## config.mk

```make
export PLATFORM = sky130hd
export DESIGN_NAME = serial_sub_fsm
export DESIGN_NICKNAME = d
export VERILOG_FILES = /design/src/rtl/serial_sub_pkg.sv /design/src/rtl/half_sub_case.sv /design/src/rtl/serial_sub_fsm.sv
export SDC_FILE = /design/constraint.sdc
export NUM_CORES = 1
export LEC_CHECK = 0
export ABC_AREA = 1
export BUFFER_PORTS_ARGS = -buffer_cell sky130_fd_sc_hd__buf_2
export CAP_MARGIN = 20
export CORE_ASPECT_RATIO = 1.5
export CORE_MARGIN = 2
export CORE_UTILIZATION = 30
export CTS_CLUSTER_SIZE = 8
export DETAILED_ROUTE_END_ITERATION = 8
export REMOVE_ABC_BUFFERS = 1
export SLEW_MARGIN = 10
export SYNTH_ARGS = -nofsm -noshare
export SYNTH_HDL_FRONTEND = slang
export SYNTH_SLANG_ARGS = --single-unit
export TNS_END_PERCENT = 5
```

## constraint.sdc

```tcl
create_clock -name CLK -period 3.1 [get_ports CLK]
set_input_delay 0.62 -clock CLK [delete_from_list [all_inputs] [get_ports CLK]]
set_output_delay 0.62 -clock CLK [all_outputs]
set_load 0.02 [all_outputs]
```

## src/rtl/serial_sub_pkg.sv

```systemverilog
// Shared types for the bit-serial subtractor: FSM state encoding.
package serial_sub_pkg;

  typedef enum logic [1:0] {
    ST_IDLE   = 2'd0,
    ST_RUN    = 2'd1,
    ST_FINISH = 2'd2
  } state_t;

endpackage

```

## src/rtl/half_sub_case.sv

```systemverilog
// Half-subtractor A - B coded as a truth-table case: difference D, borrow Bo.
module half_sub_case (
  input  logic A,
  input  logic B,
  output logic D,
  output logic Bo
);

  always_comb begin
    D  = 1'b0;
    Bo = 1'b0;
    case ({A, B})
      2'b00: begin D = 1'b0; Bo = 1'b0; end
      2'b01: begin D = 1'b1; Bo = 1'b1; end
      2'b10: begin D = 1'b1; Bo = 1'b0; end
      2'b11: begin D = 1'b0; Bo = 1'b0; end
      default: begin D = 1'b0; Bo = 1'b0; end
    endcase
  end

endmodule

```

## src/rtl/serial_sub_fsm.sv

```systemverilog
// Bit-serial X - Y, LSB first, one bit per clock, with START/BUSY/DONE handshake.
module serial_sub_fsm
  import serial_sub_pkg::*;
#(
  parameter int WIDTH = 8
) (
  input  logic             CLK,
  input  logic             RST_N,
  input  logic             START,
  input  logic [WIDTH-1:0] X,
  input  logic [WIDTH-1:0] Y,
  output logic             BUSY,
  output logic             DONE,
  output logic [WIDTH-1:0] D,
  output logic             BO
);

  localparam int CW = (WIDTH > 1) ? $clog2(WIDTH) : 1;
  // Terminal count sized to the counter itself, so WIDTH=32 compares against 5'd31.
  localparam logic [CW-1:0] CNT_LAST = CW'(WIDTH - 1);

  state_t state, state_nxt;

  logic [WIDTH-1:0] xs;
  logic [WIDTH-1:0] ys;
  logic [WIDTH-1:0] ds;
  logic [CW-1:0]    cnt;
  logic             borrow;

  logic d1, b1, dbit, b2;

  half_sub_case u_hs1 (
    .A  (xs[0]),
    .B  (ys[0]),
    .D  (d1),
    .Bo (b1)
  );

  half_sub_case u_hs2 (
    .A  (d1),
    .B  (borrow),
    .D  (dbit),
    .Bo (b2)
  );

  always_ff @(posedge CLK) begin
    if (!RST_N) state <= ST_IDLE;
    else        state <= state_nxt;
  end

  always_comb begin
    state_nxt = state;
    BUSY      = 1'b0;
    case (state)
      ST_IDLE: begin
        if (START) state_nxt = ST_RUN;
      end
      ST_RUN: begin
        BUSY = 1'b1;
        if (cnt == CNT_LAST) state_nxt = ST_FINISH;
      end
      ST_FINISH: begin
        state_nxt = ST_IDLE;
      end
      default: begin
        state_nxt = ST_IDLE;
      end
    endcase
  end

  always_ff @(posedge CLK) begin
    if (!RST_N) begin
      xs     <= '0;
      ys     <= '0;
      ds     <= '0;
      cnt    <= '0;
      borrow <= 1'b0;
      D      <= '0;
      BO     <= 1'b0;
      DONE   <= 1'b0;
    end else begin
      DONE <= (state == ST_FINISH);
      case (state)
        ST_IDLE: begin
          if (START) begin
            xs     <= X;
            ys     <= Y;
            borrow <= 1'b0;
            cnt    <= '0;
          end
        end
        ST_RUN: begin
          ds     <= {dbit, ds[WIDTH-1:1]};
          xs     <= xs >> 1;
          ys     <= ys >> 1;
          borrow <= b1 | b2;
          cnt    <= cnt + CW'(1);
        end
        ST_FINISH: begin
          D  <= ds;
          BO <= borrow;
        end
        default: ;
      endcase
    end
  end

endmodule
```

==> qor.yml <==
outcome: "finished, final reports clean"
critical_path.max_stage_delay_ns: 0.91
cp_top_family: "flip-flops"
grtUsageMet1_pct: 12.9
ir_worst_vdd_v: 0.000274
min_period_ns: 2.45
dieArea_um2: 6520
sequential_cell_area_um2: 801
postPlaceCellArea_um2: 1920
power.density_nw_per_um2: 520
combPwrFrac_pct: 11.4
grt_usage_pct: 11.9
wl_per_cell_um: 9.99
endpoint_kind: "primary output"
worstPathRequired_ns: 2.48
use_met2_pct: 21.0
grt_max_degree: 37
start_util_pct: 30.7
power.switching_uw: 261
clockBufferDepth: 2
clk_pin_slew_ns: 0.08
antenna_found_initial: 0
setup_viol: 0
vias: 1502
cts_tree: "built"
cts_setup_buffers: 0
multi_input_area_um2: 739
place.port_buffers: 29
cp_max_fo: 19
grt.busiest_layer: "met2"
die_w_um: 66.6
antennaDiodeCount: 0
finalCritPeriodShare_pct: 79.1
avgSynthCellArea_um2: 6.94
hp-class: "reg2reg"
sw_frac_of_total_pct: 24.9
maxSlewViolCount: 0
pwr-share-seq_pct: 53.5
synth_seq_area_share_pct: 45.4
rows: 34
stdcell_area_um2: 2020
vias_per_cell: 4.28
synthArstFlopShare_pct: 0
synth_seq_cells: 40
path_cells: "nand2_4, inv_1, buf_2"
fp.coreArea_um2: 5740
worstSetupPathType: "reg2out"
synth_edf_count: 0
drc_errors: 0
drt_iter0_drc: 70
internal_power_uw: 789
slowest_stage: "dfxtp_1"
nNetsFinal: 301
grt_pass1_vias: 1394
relSlewSlack_pct: 40.7
root_buffer: "clkbuf_8"
r2r_slack_ns: 1.34
netlist_instances: 254
grt_overflow_total: 0
clock_sinks: 40
tightest_slew_ns: 0.888
timing.fmax_ghz: 0.408
area_growth_syn_to_layout_pct: 14.5
pwr-share-clk_pct: 35.0
rsz0062_at_grt: "false"
synthFlopType: "dfxtp_1"
place.gp.congestion: 0.723
tns_ns: 0
worstSkewPairLatency_ns: 0.29
nFillCells: 656
use_met3_pct: 3.23
grt_pass1_wl_mm: 6.00
io_pins: 30
hold_violations: 0
cts_resized: 0
maxCapViolCount: 0
critPathArrivalTime_ns: 1.83
ctsHoldBuffers: 0
cts_inserted_buffers: 5
startpoint_type: "register"
ys_types: 20
yosysWarningCount: 0
first_pass_iters: 4
final_layout_size_suffix_gt1_share_pct: 14.7
drt.antenna.violating_nets: 0
hpwl_mm: 2.29
cp_num_buf_inv: 2
die_y_um: 97.9
drt-total-wl_mm: 3.51
netlist_area_um2: 1760
finClkSkew_ns: 0.00589
htreeDepth: 2
p_leak_nw: 1.03
[layout by cell type (no fill, tap or decap), drive strengths merged]
cell / netlist / final
nand2: 66 / 66
nor2: 55 / 55
dfxtp: 40 / 40
inv: 36 / 36
buf: 10 / 30
o21ai: 20 / 20
a21oi: 18 / 18
clkbuf: 2 / 7
nand3: 3 / 3
ha: 2 / 2
clkinv: 1 / 1
fa: 1 / 1
[path summary, 6_finish.rpt]
check / from / to / cells after the start
min reg2reg: ys[7] / ys[7] / 2
max reg2reg: state[0] / xs[2] / 4
min: ys[7] / ys[7] / 2
max: state[0] / BUSY / 3
[registers in the layout (all words and copies together), names as in the netlist]
signal  cells
cnt         3
ds          8
state       2
DONE        1
D           8
borrow      1
BO          1
xs          8
ys          8
[per-layer routing]
metal  vias to the layer above  share of wire, %
met5                         -                 0
met4                         0               1.5
met3                         5               4.6
met2                        24                50
met1                       662                44
li1                        811                 -
[power by group through the flow]
| stage | clock network, mW | registers, mW | logic (mW) |
|---|---|---|---|
| after floorplan | 0 | 0.569 | 0.0843 |
| after global placement | 0 | 0.573 | 0.119 |
| after detailed placement | 0 | 0.574 | 0.121 |
| after CTS | 0.380 | 0.562 | 0.122 |
| after global routing | 0.404 | 0.566 | 0.141 |
| final | 0.368 | 0.562 | 0.120 |
[cells in the mapped netlist (2+ instances only)]
| library cell | number | share of area [%] |
|---|---|---|
| dfxtp_1 | 40 | 45 |
| buf_6 | 4 | 2.6 |
| o21ai_0 | 18 | 5.1 |
| clkbuf_1 | 2 | 0.43 |
| buf_2 | 4 | 1.1 |
| a21oi_1 | 18 | 5.1 |
| nand3_1 | 3 | 0.85 |
| ha_1 | 2 | 1.4 |
| nand2_1 | 65 | 14 |
| inv_1 | 35 | 7.5 |
| nor2_1 | 54 | 11 |
[through the flow]
| stage | instances | total power [mW] | setup slack [ns] | util [%] | hold WS, ns |
|---|---|---|---|---|---|
| 2_1_floorplan | 242 | 0.654 | 1.14 | - | 0.441 |
| 3_3_place_gp | 344 | 0.693 | 0.964 | 33.5 | 0.452 |
| 3_5_place_dp | 344 | 0.696 | 0.942 | 33.5 | 0.455 |
| 4_1_cts | 351 | 1.06 | 0.612 | 35.1 | 0.465 |
| 5_1_grt | 351 | 1.11 | 0.485 | 35.1 | 0.492 |
| 6_report | 351 | 1.05 | 0.646 | 35.1 | 0.466 |
[layout make-up]
cell class | instances | area share, %
multi-input cells | 165 | 36.6
well taps | 72 | 4.46
clock buffers | 7 | 4.77
flip-flops and latches | 40 | 39.7
repair buffers | 30 | 7.56
inverters | 37 | 6.88
[worst reg2reg max path, stage by stage (launching register included)]
cell and delay (ns):
dfxtp_1 0.60, o21ai_4 0.80, nand2_1 0.12, nand2_1 0.09, nor2_1 0.05
[logic make-up after synthesis]
family	share of synthesized area (%)
simple gates	28.0
buf+inv	12.6
flops	45.4
compound gates	11.4
fa+ha+maj	2.55
(Power assumes the default switching activity.)
